$ cat src/rtl/shift_add_multiplier_pkg.sv
// Shared types and widths for the iterative shift-add multiplier.
package mult_pkg;

  typedef enum logic [1:0] {IDLE, RUN, DONE} mult_state_t;

  localparam int MULT_WIDTH   = 32;
  localparam int MULT_COUNT_W = 5;

endpackage

$ cat src/rtl/shift_add_multiplier_if.sv
// Request/result bundle of the multiplier; master issues operands, slave computes.
interface shift_add_multiplier_if;
  import mult_pkg::*;

  logic                  start;
  logic [MULT_WIDTH-1:0] mcand;
  logic [MULT_WIDTH-1:0] mplier;
  logic                  busy;
  logic                  done;
  logic [MULT_WIDTH-1:0] product;
  logic                  overflow;

  modport master (
    output start, mcand, mplier,
    input  busy, done, product, overflow
  );

  modport slave (
    input  start, mcand, mplier,
    output busy, done, product, overflow
  );

endinterface

$ cat src/rtl/shift_add_multiplier_lsh.sv
// LeftShifterWithDiscard: shifts a 32-bit value left by one, dropping the MSB.
module LeftShifterWithDiscard
  import mult_pkg::*;
(
  input  logic [MULT_WIDTH-1:0] ValueIn,
  output logic [MULT_WIDTH-1:0] ValueOut
);

  assign ValueOut = {ValueIn[MULT_WIDTH-2:0], 1'b0};

endmodule

$ cat src/rtl/shift_add_multiplier.sv
// Iterative unsigned 32x32 multiplier keeping the low 32 product bits, with overflow flag.
// Optional macro SHIFT_ADD_MULTIPLIER_EARLY_TERM_EN stops once no multiplier bits remain.
//
// state | meaning
// IDLE  | waiting for start, result held
// RUN   | one multiplier bit retired per cycle
// DONE  | one-cycle result pulse; start here restarts immediately
module shift_add_multiplier
  import mult_pkg::*;
(
  input logic                   clk_i,
  input logic                   rst_i,
  shift_add_multiplier_if.slave bus
);

  mult_state_t             state_q, state_d;
  logic [MULT_WIDTH-1:0]   mcand_q, mcand_d;
  logic [MULT_WIDTH-1:0]   mplier_q, mplier_d;
  logic [MULT_WIDTH-1:0]   acc_q, acc_d;
  logic [MULT_COUNT_W-1:0] count_q, count_d;
  logic                    lost_q, lost_d;
  logic                    ovf_q, ovf_d;

  logic [MULT_WIDTH-1:0]   mcand_shifted;
  logic [MULT_WIDTH:0]     sum;
  logic                    last_iter;

  LeftShifterWithDiscard u_lsh (
    .ValueIn  (mcand_q),
    .ValueOut (mcand_shifted)
  );

  assign sum = {1'b0, acc_q} + {1'b0, mcand_q};

`ifdef SHIFT_ADD_MULTIPLIER_EARLY_TERM_EN
  assign last_iter = ((mplier_q >> 1) == '0) || (count_q == 5'd31);
`else
  assign last_iter = (count_q == 5'd31);
`endif

  always_ff @(posedge clk_i) begin
    if (rst_i) begin
      state_q  <= IDLE;
      mcand_q  <= '0;
      mplier_q <= '0;
      acc_q    <= '0;
      count_q  <= '0;
      lost_q   <= 1'b0;
      ovf_q    <= 1'b0;
    end else begin
      state_q  <= state_d;
      mcand_q  <= mcand_d;
      mplier_q <= mplier_d;
      acc_q    <= acc_d;
      count_q  <= count_d;
      lost_q   <= lost_d;
      ovf_q    <= ovf_d;
    end
  end

  always_comb begin
    state_d  = state_q;
    mcand_d  = mcand_q;
    mplier_d = mplier_q;
    acc_d    = acc_q;
    count_d  = count_q;
    lost_d   = lost_q;
    ovf_d    = ovf_q;

    case (state_q)
      IDLE, DONE: begin
        if (bus.start) begin
          mcand_d  = bus.mcand;
          mplier_d = bus.mplier;
          acc_d    = '0;
          count_d  = '0;
          lost_d   = 1'b0;
          ovf_d    = 1'b0;
          state_d  = RUN;
        end else if (state_q == DONE) begin
          state_d = IDLE;
        end
      end
      RUN: begin
        // A lost multiplicand bit only matters if a later add would have used it
        if (mplier_q[0]) begin
          acc_d = sum[MULT_WIDTH-1:0];
          if (sum[MULT_WIDTH] || lost_q) ovf_d = 1'b1;
        end
        if (mcand_q[MULT_WIDTH-1]) lost_d = 1'b1;
        mcand_d  = mcand_shifted;
        mplier_d = mplier_q >> 1;
        count_d  = count_q + 5'd1;
        if (last_iter) state_d = DONE;
      end
      default: state_d = IDLE;
    endcase
  end

  assign bus.busy     = (state_q == RUN);
  assign bus.done     = (state_q == DONE);
  assign bus.product  = acc_q;
  assign bus.overflow = ovf_q;

endmodule

$ cat src/flat_wrapper.sv
// flat-port wrapper written by rule: the top's interface ports become plain ports
module shift_add_multiplier_flat import mult_pkg::*;
  (clk_i, rst_i, bus_start, bus_mcand, bus_mplier, bus_busy, bus_done, bus_product, bus_overflow);
  shift_add_multiplier_if bus_i ();
  input logic clk_i;
  input logic rst_i;
  input wire logic [$bits(bus_i.start)-1:0] bus_start;
  input wire logic [$bits(bus_i.mcand)-1:0] bus_mcand;
  input wire logic [$bits(bus_i.mplier)-1:0] bus_mplier;
  output wire logic [$bits(bus_i.busy)-1:0] bus_busy;
  output wire logic [$bits(bus_i.done)-1:0] bus_done;
  output wire logic [$bits(bus_i.product)-1:0] bus_product;
  output wire logic [$bits(bus_i.overflow)-1:0] bus_overflow;
  assign bus_i.start = bus_start;
  assign bus_i.mcand = bus_mcand;
  assign bus_i.mplier = bus_mplier;
  assign bus_busy = bus_i.busy;
  assign bus_done = bus_i.done;
  assign bus_product = bus_i.product;
  assign bus_overflow = bus_i.overflow;
  shift_add_multiplier u_core (.clk_i(clk_i), .rst_i(rst_i), .bus(bus_i));
endmodule
$ cat config.mk
export PLATFORM = sky130hd
export DESIGN_NAME = shift_add_multiplier_flat
export DESIGN_NICKNAME = d
export VERILOG_FILES = /design/src/rtl/shift_add_multiplier_pkg.sv /design/src/rtl/shift_add_multiplier_if.sv /design/src/rtl/shift_add_multiplier_lsh.sv /design/src/rtl/shift_add_multiplier.sv /design/src/flat_wrapper.sv
export SDC_FILE = /design/constraint.sdc
export NUM_CORES = 1
export LEC_CHECK = 0
export CAP_MARGIN = 10
export CORE_MARGIN = 8
export CORE_UTILIZATION = 30
export DETAILED_ROUTE_END_ITERATION = 10
export DONT_BUFFER_PORTS = 1
export PLACE_DENSITY = 0.47
export SYNTH_ARGS = -nofsm -noshare
export SYNTH_HDL_FRONTEND = slang
export SYNTH_SLANG_ARGS = --single-unit
$ cat constraint.sdc
create_clock -name clk_i -period 2.8 [get_ports clk_i]
set_input_delay 0.56 -clock clk_i [delete_from_list [all_inputs] [get_ports clk_i]]
set_output_delay 0.56 -clock clk_i [all_outputs]
set_load 0.02 [all_outputs]
==> results.toml, run 1 <==
[placement]
io_buffers = 0
hpwl_um = 11760
post-place-ws_ns = 0.2119
placed_area_um2 = 5929
gp_congestion = 0.8456

[synth]
syn_nets = 782
yosysSeqAreaShare = 0.3753
synth_enable_flop_cells = 0
synthesis.area_um2 = 5600
synthCells = 680
yosys_warnings = 0
synth-main-ff-cell = "dfxtp_1"
async_flop_share = 0
yosysUniqueCellTypes = 63
ys_ff_latch = 105
syn_avg_cell_area_um2 = 8.236

[detailed_routing]
dr.pass1.iters = 5
drc = 0
wire_per_inst_um = 17.72
vias = 4974
first_iter_violations = 289
vias_per_cell = 5.484
detail-route-antenna-nets = 0
drt_wl_total_um = 16070

[timing]
grt_setup_unrepaired = "false"
final-setup-viol-count = 0
fmax_ghz = 0.3845
fin_ws_ns = 0.1990
fin_tns_setup_ns = 0
fin_crit_sh = 0.9289
worstMarginPinSlew_ns = 0.7419
finalClockSkew_ns = 0.01350
relSlewSlack = 0.5054
final-hold-violation-count = 0
maxSlewViolCount = 0
layout_min_cycle_time_ns = 2.601

[critical_path]
crit_required_ns = 3.06
cp-startpoint = "u_core.bus.product[9]"
r2r-end = "u_core.bus.overflow"
critPathMaxFanout = 6
crit_path_start_kind = "flip-flop"
cp.arrival_ns = 2.86
reg2reg_from = "u_core.bus.product[9]"
ff2ff_path_depth = 9
path_class = "flip-flop to flip-flop"
cp-endpoint = "u_core.bus.overflow"
reg2reg_slack_ns = 0.20
crit_path_end_kind = "flip-flop"

[global_route]
grt_util_all_layers = 0.1377
grt_max_degree = 86
grt_pass1_wl_um = 26140
grt_pass1_vias = 4887
antenna_found_initial = 0
gr-total-overflow = 0

[clock_network]
ctsLongestPathBuffers = 2
cts_sinks = 105
cts-root-buf = "clkbuf_16"
cts_hold_buf = 0
htreeDepth = 3
post-cts-setup-buffer-count = 0
tritoncts = "built"
cts_buffers = 9
insertion_delay_ns = 0.36
cts_resized = 0
clk_pin_slew_ns = 0.08

[finish]
multi_input_area_um2 = 3319
drive_gt1_frac = 0.08915
register_area_um2 = 2102
fin_util = 0.3385
num_antenna_cells = 0
syn_to_final_growth_pct = 11.93
n_fill_cell = 1956
final_cell_area_um2 = 6269
fin_nets = 770

[power]
ir_drop_mv = 0.2995
power.density_nw_per_um2 = 544.5
total_power_mw = 3.413
p_leak_nw = 2.398

[hold_path]
min_path_type = "input port to flip-flop"

[run_status]
status = "completed"

[floorplan]
io_pins = 102
initial_core_util = 0.3024
die-area_um2 = 23300
die_y_um = 152.6
core.rowCount = 50
die_x_um = 152.6
coreArea_um2 = 18520

[flow_run]
maxCapViolations = 0
area by class of cell:
cell class / instances / area share
clock buffers: 9 / 0.03593
clock inverters: 7 / 0.01816
inverters: 6 / 0.003593
multi-input cells: 522 / 0.5295
flip-flops and latches: 105 / 0.3353
well taps: 234 / 0.04671
repair buffers: 24 / 0.03074
synthesized netlist by cell type, types with 2 or more instances:
| cell | n | area share |
|---|---|---|
| clkbuf_1 | 43 | 0.029 |
| o21a_1 | 4 | 0.0054 |
| nor2b_1 | 5 | 0.0056 |
| nand3_1 | 20 | 0.018 |
| a22oi_1 | 68 | 0.091 |
| nor2_1 | 18 | 0.012 |
| nor3_1 | 6 | 0.0054 |
| mux2i_1 | 2 | 0.0036 |
| and2_1 | 3 | 0.0034 |
| buf_1 | 3 | 0.0020 |
| ha_1 | 34 | 0.076 |
| o21ai_1 | 9 | 0.0080 |
| nand2b_1 | 4 | 0.0045 |
| a211o_1 | 3 | 0.0047 |
| a31o_2 | 2 | 0.0031 |
| a22o_1 | 4 | 0.0063 |
| xnor2_1 | 15 | 0.023 |
| a21o_1 | 10 | 0.013 |
| nand2_1 | 106 | 0.071 |
| a21oi_1 | 107 | 0.096 |
| a31oi_1 | 8 | 0.0089 |
| o21ai_0 | 26 | 0.023 |
| dfxtp_1 | 105 | 0.38 |
| o21bai_1 | 7 | 0.0094 |
| xor2_1 | 10 | 0.016 |
| nand4_1 | 9 | 0.010 |
| o2111ai_1 | 2 | 0.0031 |
| and3_1 | 4 | 0.0045 |
| nor2_2 | 2 | 0.0022 |
| a211oi_1 | 3 | 0.0040 |
| inv_1 | 6 | 0.0040 |
cell families after synthesis:
logic type               Yosys count  share of synthesized area
AO/OA/AOI/OAI                    272                     0.3126
XOR/XNOR                          25                    0.03910
adder cells (fa/ha/maj)           35                    0.07954
buffers and inverters             53                    0.03686
flip-flops                       105                     0.3753
multiplexers                       2                   0.003575
AND/OR/NAND/NOR                  188                     0.1530
critical path, stage by stage, from the launching register on:
cell and delay [ns]:
dfxtp_1 0.40, ha_1 0.44, nand3_1 0.16, nor2_2 0.22, nand4_1 0.15, a31oi_1 0.33
nand4_1 0.20, a21oi_1 0.21, nor4b_1 0.08, a2111oi_2 0.31
worst min-delay path by stage:
stage | from | slack (ns) | cells past startpoint | to
final | rst_i | 0.27 | 1 | u_core.mcand_q[7]
after global routing | rst_i | 0.25 | 1 | u_core.mcand_q[4]
after CTS | rst_i | 0.24 | 1 | u_core.mcand_q[7]
after floorplan | u_core.mplier_q[10] | 0.44 | 2 | u_core.mplier_q[10]
after detailed placement | u_core.mplier_q[5] | 0.44 | 2 | u_core.mplier_q[5]
after global placement | u_core.mplier_q[7] | 0.44 | 2 | u_core.mplier_q[7]
through the flow:
| step | std cells | hold slack (ns) |
|---|---|---|
| finish | 907 | 0.2712 |
| global route | 907 | 0.2478 |
| CTS | 907 | 0.2432 |
| detailed placement | 891 | 0.4429 |
| global placement | 891 | 0.4369 |
| floorplan | 680 | 0.4368 |
power by group:
group | internal (mW) | leakage, nW | total, mW | switching (mW)
combinational | 0.134 | 1.38 | 0.370 | 0.236
clock | 0.805 | 0.165 | 1.42 | 0.620
sequential | 1.56 | 0.857 | 1.62 | 0.0552
flip-flops by register name, indices dropped and copies added, names as in the netlist:
name	flops
u_core.state_q	2
u_core.count_q	5
u_core.bus.product	32
u_core.bus.overflow	1
u_core.mcand_q	32
u_core.mplier_q	32
u_core.lost_q	1
per-layer routing:
layer,GRT usage,vias to the layer above,share of wire
met5,0,-,0
li1,-,2471,-
met4,0.03864,0,0.013
met3,0.05587,16,0.084
met1,0.1612,2350,0.44
met2,0.2280,137,0.46
placed cells by master (no fill, tap or decap), drive strengths merged, types with 5 or more instances in the layout:
| master | n |
|---|---|
| nand2 | 107 |
| xor2 | 10 |
| clkbuf | 9 |
| o21bai | 7 |
| inv | 8 |
| dfxtp | 105 |
| nand3 | 20 |
| nor2b | 5 |
| nor2 | 20 |
| a31oi | 8 |
| ha | 34 |
| xnor2 | 15 |
| a21o | 10 |
| nand4 | 9 |
| buf | 24 |
| nor3 | 7 |
| a22oi | 68 |
| o21ai | 35 |
| a21oi | 108 |
Power figures use the tool's default switching activity.
==> run 2: changes to the inputs <==
--- a/config.mk
+++ b/config.mk
@@ -6,11 +6,13 @@
 export NUM_CORES = 1
 export LEC_CHECK = 0
 export CAP_MARGIN = 10
+export CELL_PAD_IN_SITES_DETAIL_PLACEMENT = 1
+export CELL_PAD_IN_SITES_GLOBAL_PLACEMENT = 2
 export CORE_MARGIN = 8
 export CORE_UTILIZATION = 30
 export DETAILED_ROUTE_END_ITERATION = 10
 export DONT_BUFFER_PORTS = 1
-export PLACE_DENSITY = 0.47
+export PLACE_DENSITY = 0.69
 export SYNTH_ARGS = -nofsm -noshare
 export SYNTH_HDL_FRONTEND = slang
 export SYNTH_SLANG_ARGS = --single-unit
==> run 2 against run 1 <==
Net effect:
- non-clock buffer count increased by 5
- largest power group unchanged
- first-iteration DRC count is 23% lower
- total power decreased by 2.3%
- combinational power up 3%
- hold slack worse by 0.0040 ns
- final cell count grew 0.55%
- via count up 2.8%
- wire length increased by 12%
- register-to-register slack lost 0.05 ns
- sequential cell count is the same
==> results.toml, run 2 (synthesis gave the netlist of run 1 again) <==
[run_status]
status = "completed"

[global_route]
met1_usage = 0.1808
met2_usage = 0.2713
grt_most_used_layer = "met2"
grt_pass1_wl_um = 30030
grt_util_all_layers = 0.1575
grt_max_degree = 86
grt_pass1_vias = 5591
grt_util_met3 = 0.04963
antenna_found_initial = 0
gr-total-overflow = 0

[critical_path]
path_delay_family = "compound AO/OA/AOI/OAI gates"
path_class = "flip-flop to flip-flop"
ff2ff_path_depth = 9
crit_required_ns = 3.06
cp-startpoint = "u_core.mcand_q[0]"
r2r-end = "u_core.bus.product[26]"
reg2reg_from = "u_core.mcand_q[0]"
cp.arrival_ns = 2.91
reg2reg_slack_ns = 0.15
path_cells = "ha_1 > fa_1 > a21o_1 > a31o_2 > nand4_1 > nand3_1 > a311o_1 > xor2_1 > a22o_1"
crit_buf_inv = 0
crit_path_end_kind = "flip-flop"
crit_slowest_cell = "fa_1"
crit_path_start_kind = "flip-flop"
critPathMaxFanout = 5
cp_slowest_stage_delay_ns = 0.42

[detailed_routing]
first_iter_violations = 222
drt_wl_total_um = 18030
detail-route-antenna-nets = 0
dr.pass1.iters = 4
vias_per_cell = 5.609
drc = 0
vias = 5115
wire_per_inst_um = 19.77

[floorplan]
die_x_um = 152.6
io_pins = 102
die-area_um2 = 23300
initial_core_util = 0.3024
die_y_um = 152.6
coreArea_um2 = 18520
core.rowCount = 50

[finish]
num_antenna_cells = 0
syn_to_final_growth_pct = 12.09
drive_gt1_frac = 0.09735
final_common_cell = "a21oi_1"
n_fill_cell = 2188
fin_nets = 775
final_cell_mix = "a21oi_1 (107), nand2_1 (106), dfxtp_1 (105)"

[placement]
hpwl_um = 13320
gp_congestion = 0.8272
io_buffers = 0

[clock_network]
tritoncts = "built"
cts_sinks = 105
cts_resized = 0
htreeDepth = 3
post-cts-setup-buffer-count = 0
ctsLongestPathBuffers = 2
clk_pin_slew_ns = 0.08
cts_buffers = 9
cts-root-buf = "clkbuf_16"
cts_hold_buf = 0
insertion_delay_ns = 0.37

[hold_path]
hold_path_end = "u_core.mcand_q[9]"
min_path_type = "input port to flip-flop"
hp-start = "rst_i"
whs_path_depth = 1

[timing]
final-setup-viol-count = 0
grt_setup_unrepaired = "false"
relSlewSlack = 0.4141
fin_crit_sh = 0.9467
worstMarginPinSlew_ns = 0.8741
finalClockSkew_ns = 0.01103
final-hold-violation-count = 0
fmax_ghz = 0.3772
maxSlewViolCount = 0
layout_min_cycle_time_ns = 2.651
fin_tns_setup_ns = 0

[flow_run]
maxCapViolations = 0

[power]
power.density_nw_per_um2 = 531.0
p_leak_nw = 2.408
total_power_mw = 3.333
ir_drop_mv = 0.3418
-- run 2: cell count changes in the layout (fill, tap and decap cells not counted) --
| cell | delta |
|---|---|
| buf_4 | +6 |
| bufinv_16 | -2 |
| clkinv_4 | -2 |
| clkinv_8 | +2 |
| inv_8 | +2 |
| a31oi_1 | -1 |
| a31oi_2 | +1 |
| buf_12 | -1 |
-- run 2: worst register-to-register path, stage by stage, from the launching register on --
cell and delay (ns):
dfxtp_1 0.34, ha_1 0.22, fa_1 0.42, a21o_1 0.21, a31o_2 0.30, nand4_1 0.11, nand3_1 0.21, a311o_1 0.41
xor2_1 0.15, a22o_1 0.18
-- run 2: worst max-delay path by stage --
stage	end	depth (start not counted)	slack, ns
floorplan	u_core.bus.product[26]	9	0.34
global placement	u_core.bus.product[26]	9	0.27
detailed placement	u_core.bus.product[26]	9	0.19
CTS	u_core.bus.product[26]	9	0.16
global route	u_core.bus.overflow	9	0.01
finish	u_core.bus.product[26]	9	0.15
-- run 2: area by class of cell --
| cell class | instances | area, µm² | share of cell area |
|---|---|---|---|
| multi-input combinational | 522 | 3326 | 0.5298 |
| sequential | 105 | 2102 | 0.3349 |
| tap | 234 | 292.8 | 0.04664 |
| clock buffer | 9 | 225.2 | 0.03588 |
| timing repair buffer | 29 | 217.7 | 0.03468 |
| clock inverter | 7 | 91.34 | 0.01455 |
| inverter | 6 | 22.52 | 0.003588 |
-- run 2: per-layer routing --
metal,wire [µm],part of all wire
met5,0,0
met4,378,0.021
met3,1140,0.063
met2,8737,0.48
met1,7771,0.43
-- run 2: report_power, final --
part	switching [mW]	total, mW	leakage [nW]	internal (mW)
sequential	0.0546	1.62	0.857	1.56
combinational	0.249	0.382	1.40	0.133
clock	0.684	1.33	0.154	0.650
total	0.987	3.33	2.41	2.35
-- run 2: metrics by stage --
stage,worst slack (ns),utilization,instance area [µm²],hold slack [ns],cells
after CTS,0.1610,0.3386,6271,0.2504,912
after global placement,0.2749,0.3216,5954,0.4374,896
after floorplan,0.3441,-,5600,0.4368,680
after detailed placement,0.1890,0.3216,5954,0.4454,896
after global routing,0.01357,0.3390,6277,0.2585,912
final,0.1492,0.3390,6277,0.2672,912
